[config.mk]
export PLATFORM = sky130hd
export DESIGN_NAME = player_motion_ctrl_flat
export DESIGN_NICKNAME = d
export VERILOG_FILES = /design/src/rtl/player_motion_ctrl_pkg.sv /design/src/rtl/player_motion_ctrl_if.sv /design/src/rtl/player_motion_ctrl_physics_core.sv /design/src/rtl/player_motion_ctrl.sv /design/src/flat_wrapper.sv
export SDC_FILE = /design/constraint.sdc
export NUM_CORES = 1
export LEC_CHECK = 0
export BUFFER_PORTS_ARGS = -buffer_cell sky130_fd_sc_hd__buf_2
export CAP_MARGIN = 20
export CORE_UTILIZATION = 54
export CTS_BUF_LIST = sky130_fd_sc_hd__clkbuf_4 sky130_fd_sc_hd__clkbuf_8
export CTS_CLUSTER_DIAMETER = 40
export CTS_CLUSTER_SIZE = 12
export DETAILED_ROUTE_END_ITERATION = 10
export GPL_TIMING_DRIVEN = 0
export PLACE_DENSITY = 0.84
export RECOVER_POWER = 25
export SYNTH_ARGS = -nofsm -noshare
export SYNTH_HDL_FRONTEND = slang
export SYNTH_SLANG_ARGS = --single-unit
[constraint.sdc]
create_clock -name clk -period 3.02 [get_ports clk]
set_clock_uncertainty 0.1 [all_clocks]
set_input_delay 0.453 -clock clk [delete_from_list [all_inputs] [get_ports clk]]
set_output_delay 0.453 -clock clk [all_outputs]
set_load 0.01 [all_outputs]
[src/rtl/player_motion_ctrl_pkg.sv]
// Shared state encoding and default tuning constants for the dino player controller.
package player_motion_ctrl_pkg;
  typedef enum logic [2:0] {
    ST_RESTART   = 3'd0,
    ST_JUMPING   = 3'd1,
    ST_RUNNING   = 3'd2,
    ST_DUCKING   = 3'd3,
    ST_GAME_OVER = 3'd4
  } state_e;

  localparam int DEF_POS_W             = 8;
  localparam int DEF_VEL_W             = 6;
  localparam int DEF_JUMP_VELOCITY     = 12;
  localparam int DEF_GRAVITY           = 1;
  localparam int DEF_FAST_DROP_ACCEL   = 3;
  localparam int DEF_JUMP_CUT_VELOCITY = 4;
  localparam int DEF_MAX_HEIGHT        = 100;
  localparam int DEF_RESTART_HOLDOFF   = 8;
endpackage

[src/rtl/player_motion_ctrl_if.sv]
// Player controller I/O bundle: tick/button/crash inputs, renderer and score outputs.
interface player_motion_ctrl_if #(parameter int POS_W = 8);
  logic [1:0]       game_tick;
  logic             button_up;
  logic             button_down;
  logic             crash;
  logic [POS_W-1:0] player_position;
  logic [2:0]       player_state;
  logic             jumping;
  logic             ducking;
  logic             game_start_pulse;
  logic             game_over_pulse;
  logic             jump_pulse;
  logic             land_pulse;

  modport master (
    output game_tick, button_up, button_down, crash,
    input  player_position, player_state, jumping, ducking,
           game_start_pulse, game_over_pulse, jump_pulse, land_pulse
  );
  modport slave (
    input  game_tick, button_up, button_down, crash,
    output player_position, player_state, jumping, ducking,
           game_start_pulse, game_over_pulse, jump_pulse, land_pulse
  );
endinterface

[src/rtl/player_motion_ctrl_physics_core.sv]
// Jump integrator: velocity/position update with jump cut, fast drop, ceiling clamp and landing detect.
module player_physics_core #(
  parameter int POS_W             = 8,
  parameter int VEL_W             = 6,
  parameter int JUMP_VELOCITY     = 12,
  parameter int GRAVITY           = 1,
  parameter int FAST_DROP_ACCEL   = 3,
  parameter int JUMP_CUT_VELOCITY = 4,
  parameter int MAX_HEIGHT        = 100
) (
  input  logic             clk,
  input  logic             reset,
  input  logic             load,
  input  logic             step,
  input  logic             clear,
  input  logic             up,
  input  logic             down,
  output logic [POS_W-1:0] pos,
  output logic             land
);
  // Wide enough that pos+vel and vel-accel never wrap before the clamps look at them.
  localparam int W = ((POS_W > VEL_W) ? POS_W : VEL_W) + 2;
  localparam logic signed [VEL_W-1:0] CUT_V  = VEL_W'(JUMP_CUT_VELOCITY);
  localparam logic signed [W-1:0]     MAX_W  = W'(MAX_HEIGHT);
  localparam logic signed [W-1:0]     ZERO_W = '0;
  localparam logic signed [W-1:0]     VMIN_W = -(W'(1) <<< (VEL_W-1));

  logic signed [VEL_W-1:0] vel_q, vel_d, vel_eff;
  logic [POS_W-1:0]        pos_q, pos_d;
  logic signed [W-1:0]     pos_w, vel_w, p_w, v_w;

  always_comb begin
    vel_eff = vel_q;
    if (!up && (vel_q > CUT_V)) vel_eff = CUT_V;
    pos_w = W'(pos_q);
    vel_w = W'(vel_eff);
    p_w   = pos_w + vel_w;
    v_w   = vel_w - (down ? W'(FAST_DROP_ACCEL) : W'(GRAVITY));
    if (v_w < VMIN_W) v_w = VMIN_W;
  end

  assign land = step && (p_w <= ZERO_W);

  always_comb begin
    pos_d = pos_q;
    vel_d = vel_q;
    if (clear) begin
      pos_d = '0;
      vel_d = '0;
    end else if (load) begin
      pos_d = '0;
      vel_d = VEL_W'(JUMP_VELOCITY);
    end else if (step) begin
      if (p_w > MAX_W) begin
        pos_d = POS_W'(MAX_HEIGHT);
        vel_d = '0;
      end else if (p_w <= ZERO_W) begin
        pos_d = '0;
        vel_d = '0;
      end else begin
        pos_d = p_w[POS_W-1:0];
        vel_d = v_w[VEL_W-1:0];
      end
    end
  end

  always_ff @(posedge clk) begin
    if (reset) begin
      pos_q <= '0;
      vel_q <= '0;
    end else begin
      pos_q <= pos_d;
      vel_q <= vel_d;
    end
  end

  assign pos = pos_q;
endmodule

[src/rtl/player_motion_ctrl.sv]
// Dino player controller: game-state FSM, restart hold-off and event pulses around the physics core.
module player_motion_ctrl
  import player_motion_ctrl_pkg::*;
#(
  parameter int POS_W             = DEF_POS_W,
  parameter int VEL_W             = DEF_VEL_W,
  parameter int JUMP_VELOCITY     = DEF_JUMP_VELOCITY,
  parameter int GRAVITY           = DEF_GRAVITY,
  parameter int FAST_DROP_ACCEL   = DEF_FAST_DROP_ACCEL,
  parameter int JUMP_CUT_VELOCITY = DEF_JUMP_CUT_VELOCITY,
  parameter int MAX_HEIGHT        = DEF_MAX_HEIGHT,
  parameter int RESTART_HOLDOFF   = DEF_RESTART_HOLDOFF
) (
  input logic                clk,
  input logic                reset,
  player_motion_ctrl_if.slave io
);
  localparam int HW = $clog2(RESTART_HOLDOFF + 1);

  state_e          state_q, state_d;
  logic [HW-1:0]   holdoff_q, holdoff_d;
  logic            up_s_q, up_s_d, down_s_q, down_s_d;
  logic            start_q, start_d, over_q, over_d, jump_q, jump_d, land_q, land_d;
  logic            tick0, tick1, load, clear, step, land;
  logic [POS_W-1:0] pos;

  // A tick[1] coinciding with tick[0] is dropped so the sampled inputs stay coherent.
  assign tick0 = io.game_tick[0];
  assign tick1 = io.game_tick[1] && !io.game_tick[0];
  assign step  = (state_q == ST_JUMPING) && tick1;

  always_comb begin
    state_d   = state_q;
    holdoff_d = holdoff_q;
    up_s_d    = up_s_q;
    down_s_d  = down_s_q;
    start_d   = 1'b0;
    over_d    = 1'b0;
    jump_d    = 1'b0;
    land_d    = 1'b0;
    load      = 1'b0;
    clear     = 1'b0;
    if (tick0) begin
      up_s_d   = io.button_up;
      down_s_d = io.button_down;
    end
    case (state_q)
      ST_RESTART: if (tick0 && io.button_up) begin
        state_d = ST_JUMPING;
        start_d = 1'b1;
        jump_d  = 1'b1;
        load    = 1'b1;
      end
      ST_RUNNING: if (tick0) begin
        if (io.crash) begin
          state_d   = ST_GAME_OVER;
          holdoff_d = HW'(RESTART_HOLDOFF);
          over_d    = 1'b1;
        end else if (io.button_down) begin
          state_d = ST_DUCKING;
        end else if (io.button_up) begin
          state_d = ST_JUMPING;
          jump_d  = 1'b1;
          load    = 1'b1;
        end
      end
      ST_DUCKING: if (tick0) begin
        if (io.crash) begin
          state_d   = ST_GAME_OVER;
          holdoff_d = HW'(RESTART_HOLDOFF);
          over_d    = 1'b1;
        end else if (!io.button_down) begin
          state_d = ST_RUNNING;
        end
      end
      ST_JUMPING: begin
        if (tick0 && io.crash) begin
          state_d   = ST_GAME_OVER;
          holdoff_d = HW'(RESTART_HOLDOFF);
          over_d    = 1'b1;
        end else if (land) begin
          state_d = down_s_q ? ST_DUCKING : ST_RUNNING;
          land_d  = 1'b1;
        end
      end
      ST_GAME_OVER: if (tick0) begin
        if (holdoff_q != '0) begin
          holdoff_d = holdoff_q - HW'(1);
        end else if (io.button_up) begin
          state_d = ST_RUNNING;
          clear   = 1'b1;
        end
      end
      default: state_d = ST_RESTART;
    endcase
  end

  always_ff @(posedge clk) begin
    if (reset) begin
      state_q   <= ST_RESTART;
      holdoff_q <= '0;
      up_s_q    <= 1'b0;
      down_s_q  <= 1'b0;
      start_q   <= 1'b0;
      over_q    <= 1'b0;
      jump_q    <= 1'b0;
      land_q    <= 1'b0;
    end else begin
      state_q   <= state_d;
      holdoff_q <= holdoff_d;
      up_s_q    <= up_s_d;
      down_s_q  <= down_s_d;
      start_q   <= start_d;
      over_q    <= over_d;
      jump_q    <= jump_d;
      land_q    <= land_d;
    end
  end

  player_physics_core #(
    .POS_W(POS_W), .VEL_W(VEL_W), .JUMP_VELOCITY(JUMP_VELOCITY), .GRAVITY(GRAVITY),
    .FAST_DROP_ACCEL(FAST_DROP_ACCEL), .JUMP_CUT_VELOCITY(JUMP_CUT_VELOCITY),
    .MAX_HEIGHT(MAX_HEIGHT)
  ) u_phys (
    .clk(clk), .reset(reset), .load(load), .step(step), .clear(clear),
    .up(up_s_q), .down(down_s_q), .pos(pos), .land(land)
  );

  assign io.player_position  = pos;
  assign io.player_state     = state_q;
  assign io.jumping          = (state_q == ST_JUMPING);
  assign io.ducking          = (state_q == ST_DUCKING);
  assign io.game_start_pulse = start_q;
  assign io.game_over_pulse  = over_q;
  assign io.jump_pulse       = jump_q;
  assign io.land_pulse       = land_q;
endmodule

[src/flat_wrapper.sv]
// flat-port wrapper written by rule: the top's interface ports become plain ports
module player_motion_ctrl_flat import player_motion_ctrl_pkg::*;
#(
  parameter int POS_W             = DEF_POS_W,
  parameter int VEL_W             = DEF_VEL_W,
  parameter int JUMP_VELOCITY     = DEF_JUMP_VELOCITY,
  parameter int GRAVITY           = DEF_GRAVITY,
  parameter int FAST_DROP_ACCEL   = DEF_FAST_DROP_ACCEL,
  parameter int JUMP_CUT_VELOCITY = DEF_JUMP_CUT_VELOCITY,
  parameter int MAX_HEIGHT        = DEF_MAX_HEIGHT,
  parameter int RESTART_HOLDOFF   = DEF_RESTART_HOLDOFF
)
  (clk, reset, io_game_tick, io_button_up, io_button_down, io_crash, io_player_position, io_player_state, io_jumping, io_ducking, io_game_start_pulse, io_game_over_pulse, io_jump_pulse, io_land_pulse);
  player_motion_ctrl_if #(.POS_W(POS_W)) io_i ();
  input logic clk;
  input logic reset;
  input wire logic [$bits(io_i.game_tick)-1:0] io_game_tick;
  input wire logic [$bits(io_i.button_up)-1:0] io_button_up;
  input wire logic [$bits(io_i.button_down)-1:0] io_button_down;
  input wire logic [$bits(io_i.crash)-1:0] io_crash;
  output wire logic [$bits(io_i.player_position)-1:0] io_player_position;
  output wire logic [$bits(io_i.player_state)-1:0] io_player_state;
  output wire logic [$bits(io_i.jumping)-1:0] io_jumping;
  output wire logic [$bits(io_i.ducking)-1:0] io_ducking;
  output wire logic [$bits(io_i.game_start_pulse)-1:0] io_game_start_pulse;
  output wire logic [$bits(io_i.game_over_pulse)-1:0] io_game_over_pulse;
  output wire logic [$bits(io_i.jump_pulse)-1:0] io_jump_pulse;
  output wire logic [$bits(io_i.land_pulse)-1:0] io_land_pulse;
  assign io_i.game_tick = io_game_tick;
  assign io_i.button_up = io_button_up;
  assign io_i.button_down = io_button_down;
  assign io_i.crash = io_crash;
  assign io_player_position = io_i.player_position;
  assign io_player_state = io_i.player_state;
  assign io_jumping = io_i.jumping;
  assign io_ducking = io_i.ducking;
  assign io_game_start_pulse = io_i.game_start_pulse;
  assign io_game_over_pulse = io_i.game_over_pulse;
  assign io_jump_pulse = io_i.jump_pulse;
  assign io_land_pulse = io_i.land_pulse;
  player_motion_ctrl #(.POS_W(POS_W), .VEL_W(VEL_W), .JUMP_VELOCITY(JUMP_VELOCITY), .GRAVITY(GRAVITY), .FAST_DROP_ACCEL(FAST_DROP_ACCEL), .JUMP_CUT_VELOCITY(JUMP_CUT_VELOCITY), .MAX_HEIGHT(MAX_HEIGHT), .RESTART_HOLDOFF(RESTART_HOLDOFF)) u_core (.clk(clk), .reset(reset), .io(io_i));
endmodule
==> results of run 1 <==
metrics by stage:
step	setup TNS [ns]	cell area [µm²]
floorplan	0	1977
global placement	-2.553	2145
detailed placement	-3.377	2145
CTS	-1.696	2276
global route	-3.151	2331
finish	-1.288	2331
worst min-delay path: stages:
cell and delay (ns):
buf_2 0.13, mux2i_1 0.08, nor2_1 0.07
where the power goes:
group          switching [mW]  leakage [nW]  internal [mW]
logic                   0.317         0.729          0.231
registers              0.0220         0.221          0.390
clock network           0.113        0.0184         0.0610
synth_stat cells (2+ instances only):
master     instances
a2111oi_0          3
a21o_1             5
a21oi_1           20
a221oi_2           2
a31oi_1            2
a32oi_1            2
and2_1             3
and3_1             5
and3b_1            3
buf_2              2
clkbuf_1           9
dfxtp_1           27
fa_1               2
ha_1              12
inv_1              9
mux2i_1            4
nand2_1           24
nand2b_1           7
nand3_1           13
nand4_1            4
nor2_1            21
nor2b_1            4
nor3_1             2
nor3b_1            4
o21ai_0           17
o21bai_1           2
o22ai_1            3
o31ai_1            3
or2_2              3
or3_1              4
xnor2_1            3
cell type report:
cell class,count,area (µm²),share of cell area
Buffer,11,43.79,0.01879
Tap cell,46,57.56,0.02469
Timing Repair Buffer,33,190.2,0.08159
Sequential cell,27,549.3,0.2356
Multi-Input combinational cell,201,1426,0.6119
Clock buffer,4,30.03,0.01288
Inverter,9,33.78,0.01449
flip-flops by register name, indices dropped and copies added, names as in the netlist:
name / cells
u_core.io.land_pulse: 1
u_core.u_phys.pos: 8
u_core.io.jump_pulse: 1
u_core.down_s_q: 1
u_core.up_s_q: 1
u_core.io.game_start_pulse: 1
u_core.io.game_over_pulse: 1
u_core.holdoff_q: 4
u_core.u_phys.vel_q: 6
u_core.io.player_state: 3
cells by family (layout without fill, tap and decap cells):
family,count (synthesis),in the layout
flip-flops,27,27
XOR/XNOR,4,4
adder cells (fa/ha/maj),14,14
multiplexers,4,4
buffers and inverters,20,57
AO/OA/AOI/OAI,75,75
AND/OR/NAND/NOR,104,104
final timing paths:
path                           from                      to  slack (ns)  cells past startpoint
max reg2reg  u_core.u_phys.vel_q[2]    u_core.u_phys.pos[2]       -0.18                     12
min                  io_button_down         u_core.down_s_q        0.32                      3
max          u_core.u_phys.vel_q[2]    u_core.u_phys.pos[2]       -0.18                     12
min reg2reg  u_core.u_phys.vel_q[1]  u_core.u_phys.vel_q[1]        0.36                      2
routing by layer:
metal,global-route usage,wire length (µm),vias up
met5,0,0,-
met4,0.09884,131,0
met3,0.03676,219,11
met2,0.4135,2061,66
met1,0.3189,2195,922
li1,-,-,987
repair_timing:
action,CTS,global route
buffers inserted,8,3
gates resized for setup,14,8
pin swaps,17,10
setup endpoints to repair,17,17
cloned,0,0
==> qor.csv, run 1 <==
metric,value,unit
outcome,"finished, violations left",
failing checks,setup timing,
Leakage,0.9691,nW
CTS tree,yes,
ys flop type,dfxtp_1,
min-delay worst type,in -> reg,
Port Buf Inserts,22,
DRT Pass-1 Iters,5,
ys async rst share,0,
total core area,0.003390,mm²
worst endpoint data arrival time,3.35,ns
antenna violations before repair,0,
Chip Height,62.16,µm
xor and xnor fraction of the mapped netlist area,0.01793,
Final setup violation count,16,
Final Power,1.134,mW
"critical path, cell by cell",or3_4 -> nand2_2 -> and2_4 -> ha_4 -> fa_2 -> a21o_1 -> a21oi_2 -> o221ai_2 -> or4_4 -> a22oi_2 -> o311ai_1 -> a41o_1,
max-cap violations,0,
crit start category,flop,
Clock Sinks,27,
period utilisation layout,1.060,
Synth top area share,0.2766,
area fraction in compound gates after synthesis,0.2676,
post-route non-filler standard cell count,331,
cts bufs inserted,3,
worst-margin pin slew,0.5645,ns
post-synth top area cell,dfxtp_1,
initial core utilization,0.5766,
"delay-heaviest family, CP",compound AO/OA/AOI/OAI gates,
Ys Warns,0,
hold slack,0.3238,ns
WS Path Type,reg -> reg,
area delta synth->final,19.27,%
Longest Clk Path Bufs,2,
crit path time final,3.200,ns
final worst slack,-0.1802,ns
Critical path buffers and inverters,0,
H-Tree Depth,1,
synth top area cells,"dfxtp_1 (28%), ha_1 (7.7%), a21oi_1 (5.1%)",
# IOs,24,
"Slew Viols, Final",0,
cell area after synthesis,0.001954,mm²
ant diodes,0,
"Slowest-stage cell, CP",or4_4,
vias in the first global route,1846,
Rel. slew slack,0.6220,
WL/cell,13.92,µm
Worst setup EP type,flop,
max frequency,0.3125,GHz
pwr dens,486.7,mW/mm²
layout cells sized above 1,0.2456,
Synth cell types,55,
Die Area,0.003864,mm²
final wirelength,4608,µm
Post-Synth Adder-Cell Area,0.09731,
DP Worst Slack,-0.2867,ns
RSZ-0062 raised after global routing,true,
clk root buf,clkbuf_4,
largest family of logic cells by synthesized area,simple AND/OR/NAND/NOR gates,
CTS Hold Bufs,0,
largest net degree at the start of global routing,15,
max incr delay on CP,0.54,ns
total vias in the final route,1986,
first-pass GRT wire length,7886,µm
Yosys reg bits,27,
row count,21,
global route overflow,0,
Syn Inst Count,248,
vias per cell,6.000,
FILL cells,272,
Synth Area per Inst,7.881,µm²
drt drc,0,
DR iter-0 viols,77,
Horiz. Die Dim,62.16,µm
Util after Layout,0.6877,
hpwl dp,3276,µm
"Hold Violations, Final",0,
Peak VDD IR,0.3605,mV
"Data required, critical path",3.17,ns
final RePlAce weighted congestion,0.8896,
Detail Route Antenna Nets,0,
number of flops mapped to enable cells by yosys,0,
post-synthesis sequential area ratio,0.2766,
"commonest non-fill, non-tap cell in the layout",nand2_1,
clock slew at reported path FFs,0.15,ns
"commonest non-fill, non-tap cells in the layout","nand2_1 (23), buf_2 (22), dfxtp_1 (22), a21oi_1 (20), nor2_1 (20)",
post-synthesis simple-gate area fraction,0.2804,
mux contribution to synthesized area,0.02049,
Mapped Nets,269,
CP Max Fanout,3,
GRT Overall Usage,0.2475,
Placed Cells,316,
"Clk Latency, worst-skew pair",0.34,ns
final-stage net count,307,
No activity file was read; power rests on OpenSTA's default activity.
==> inputs of run 2 (changes only) <==
- ABC_AREA: not set -> 1
- CORE_UTILIZATION: 54 -> 55
- PLACE_DENSITY: 0.84 -> 0.85
==> qor.csv, run 2 <==
metric,value,unit
clock slew at reported path FFs,0.10,ns
CP Max Fanout,8,
antenna violations before repair,0,
Port Buf Inserts,21,
initial core utilization,0.5978,
WHS Path Cells,2,
Leakage,1.159,nW
worst-margin pin slew,0.5373,ns
final-stage net count,380,
Detail Route Antenna Nets,0,
placed cell areas,0.002236,mm²
max FFs per register,8,
first-pass GRT wire length,7879,µm
R2R cell count,17,
ant diodes,0,
reg2reg start,u_core.u_phys.vel_q[0],
Syn Inst Count,328,
"Slew Viols, Final",0,
"Clk Latency, worst-skew pair",0.28,ns
layout cells sized above 1,0.2123,
"commonest non-fill, non-tap cell in the layout",nand2_1,
Synth cell types,32,
drt drc,0,
clk root buf,clkbuf_8,
cts bufs inserted,3,
final wirelength,4858,µm
r2r setup slk,0.13,ns
Final Power,1.582,mW
row count,21,
"count leader, synth",nand2_1,
GRT Overall Usage,0.2412,
"Top cell by count, worst path",nand2_1,
Chip Height,63.40,µm
ys flop type,dfxtp_1,
Synth Area per Inst,6.321,µm²
Rel. slew slack,0.6390,
min-delay worst type,reg -> reg,
"commonest non-fill, non-tap cells in the layout","nand2_1 (79), inv_1 (49), nor2_1 (34), nand3_1 (25)",
period utilisation layout,0.9580,
Hold Startpoint,u_core.holdoff_q[1],
DR iter-0 viols,123,
Clock Sinks,27,
largest net degree at the start of global routing,18,
max-cap violations,0,
crit path time final,2.893,ns
Ys Warns,0,
final RePlAce weighted congestion,0.8807,
Longest Clk Path Bufs,2,
number of flops mapped to enable cells by yosys,0,
ys async rst share,0,
H-Tree Depth,1,
"Hold Violations, Final",0,
hold slack,0.3719,ns
cell area after synthesis,0.002073,mm²
area delta synth->final,16.17,%
Peak VDD IR,0.5165,mV
"Data required, critical path",3.14,ns
total core area,0.003468,mm²
total vias in the final route,2094,
Placed Cells,395,
"Slowest-stage cell, CP",fa_2,
post-route non-filler standard cell count,404,
vias per cell,5.183,
Worst Hold Endpoint,u_core.holdoff_q[1],
vias in the first global route,1858,
Horiz. Die Dim,63.40,µm
post-synthesis sequential area ratio,0.2607,
Mapped Nets,349,
synth top area cells,"dfxtp_1 (26%), nand2_1 (15%), inv_1 (9.1%)",
hpwl dp,3634,µm
reg-to-reg critical path endpoint,u_core.u_phys.pos[0],
Final setup violation count,0,
Worst setup EP type,flop,
WL/cell,12.02,µm
DRT Pass-1 Iters,4,
crit start category,flop,
Die Area,0.004019,mm²
worst endpoint data arrival time,3.02,ns
WS Path Type,reg -> reg,
instance count on the critical path,17,
CTS tree,yes,
"Design Area, Final",0.002409,mm²
global route overflow,0,
Yosys reg bits,27,
outcome,"complete, no violations",
CP Launch Point,u_core.u_phys.vel_q[0],
Synth top area share,0.2607,
max incr delay on CP,0.44,ns
Util after Layout,0.6944,
# IOs,24,
max frequency,0.3456,GHz
synth cell count leaders,"nand2_1 (84), inv_1 (50), nor2_1 (38)",
pwr dens,656.9,mW/mm²
"delay-heaviest family, CP",simple AND/OR/NAND/NOR gates,
post-synth top area cell,dfxtp_1,
Critical path buffers and inverters,1,
"critical path, cell by cell",o21ai_2 -> nand2_1 -> nand2_2 -> inv_4 -> nor2_4 -> ha_4 -> fa_2 -> or2_4 -> nand2_1 -> nand2_1 -> nand3_1 -> nand3_1 -> nand2_2 -> nand2_4 -> nor2_4 -> nand2_1 -> a21oi_2,
[run 2: power by group]
group          total, mW  switching (mW)  internal, mW
Sequential         0.469          0.0573         0.412
Clock              0.224           0.127        0.0971
Combinational      0.889           0.564         0.325
[run 2: cells by family (layout without fill, tap and decap cells)]
kind of cell | count (synthesis) | after routing | share of synthesized area
compound gates | 42 | 42 | 0.1286
fa+ha+maj | 14 | 14 | 0.09173
buf+inv | 58 | 88 | 0.1068
simple gates | 182 | 182 | 0.3911
xor+xnor | 5 | 5 | 0.02113
flops | 27 | 27 | 0.2607
[run 2: worst max path at each step]
| stage | end |
|---|---|
| 2_1_floorplan | u_core.io.player_state[2] |
| 3_3_place_gp | u_core.io.player_state[1] |
| 3_5_place_dp | u_core.io.player_state[1] |
| 4_1_cts | u_core.u_phys.pos[4] |
| 5_1_grt | u_core.u_phys.pos[0] |
| 6_report | u_core.u_phys.pos[0] |
[run 2: timing repair]
action | CTS | global route
pin swaps | 1 | 6
resized for setup | 1 | 30
hold buffers | 0 | 0
endpoints found under the setup margin | 11 | 17
buffers inserted | 1 | 4
[run 2: through the flow]
stage               TNS (ns)  worst slack [ns]
finish                     0            0.1268
global route         -0.2265          -0.09669
CTS                        0           0.01356
detailed placement   -0.2112          -0.07636
global placement     -0.1855          -0.06708
floorplan                  0            0.2100
[run 2: area by class of cell]
class                           count  area [µm²]
Clock inverter                      1       8.758
Timing Repair Buffer               26       135.1
Multi-Input combinational cell    243        1393
Buffer                              5       22.52
Fill cell                         334        1060
Clock buffer                        3       41.29
Sequential cell                    27       549.3
Tap cell                           46       57.56
Inverter                           53       201.4
[run 2: worst reg2reg max path, stage by stage, from the launching register on]
cell	delay, ns
dfxtp_4	0.37
o21ai_2	0.13
nand2_1	0.07
nand2_2	0.12
inv_4	0.07
nor2_4	0.15
ha_4	0.15
fa_2	0.44
or2_4	0.25
nand2_1	0.07
nand2_1	0.05
nand3_1	0.07
nand3_1	0.09
nand2_2	0.10
nand2_4	0.07
nor2_4	0.25
nand2_1	0.13
a21oi_2	0.14
[run 2: routing by layer]
metal	wire (µm)	global-route usage	up-vias
met5	0	0	-
met4	67	0.06534	0
met3	189	0.03986	8
met2	2446	0.4282	63
met1	2155	0.2961	917
li1	-	-	1106
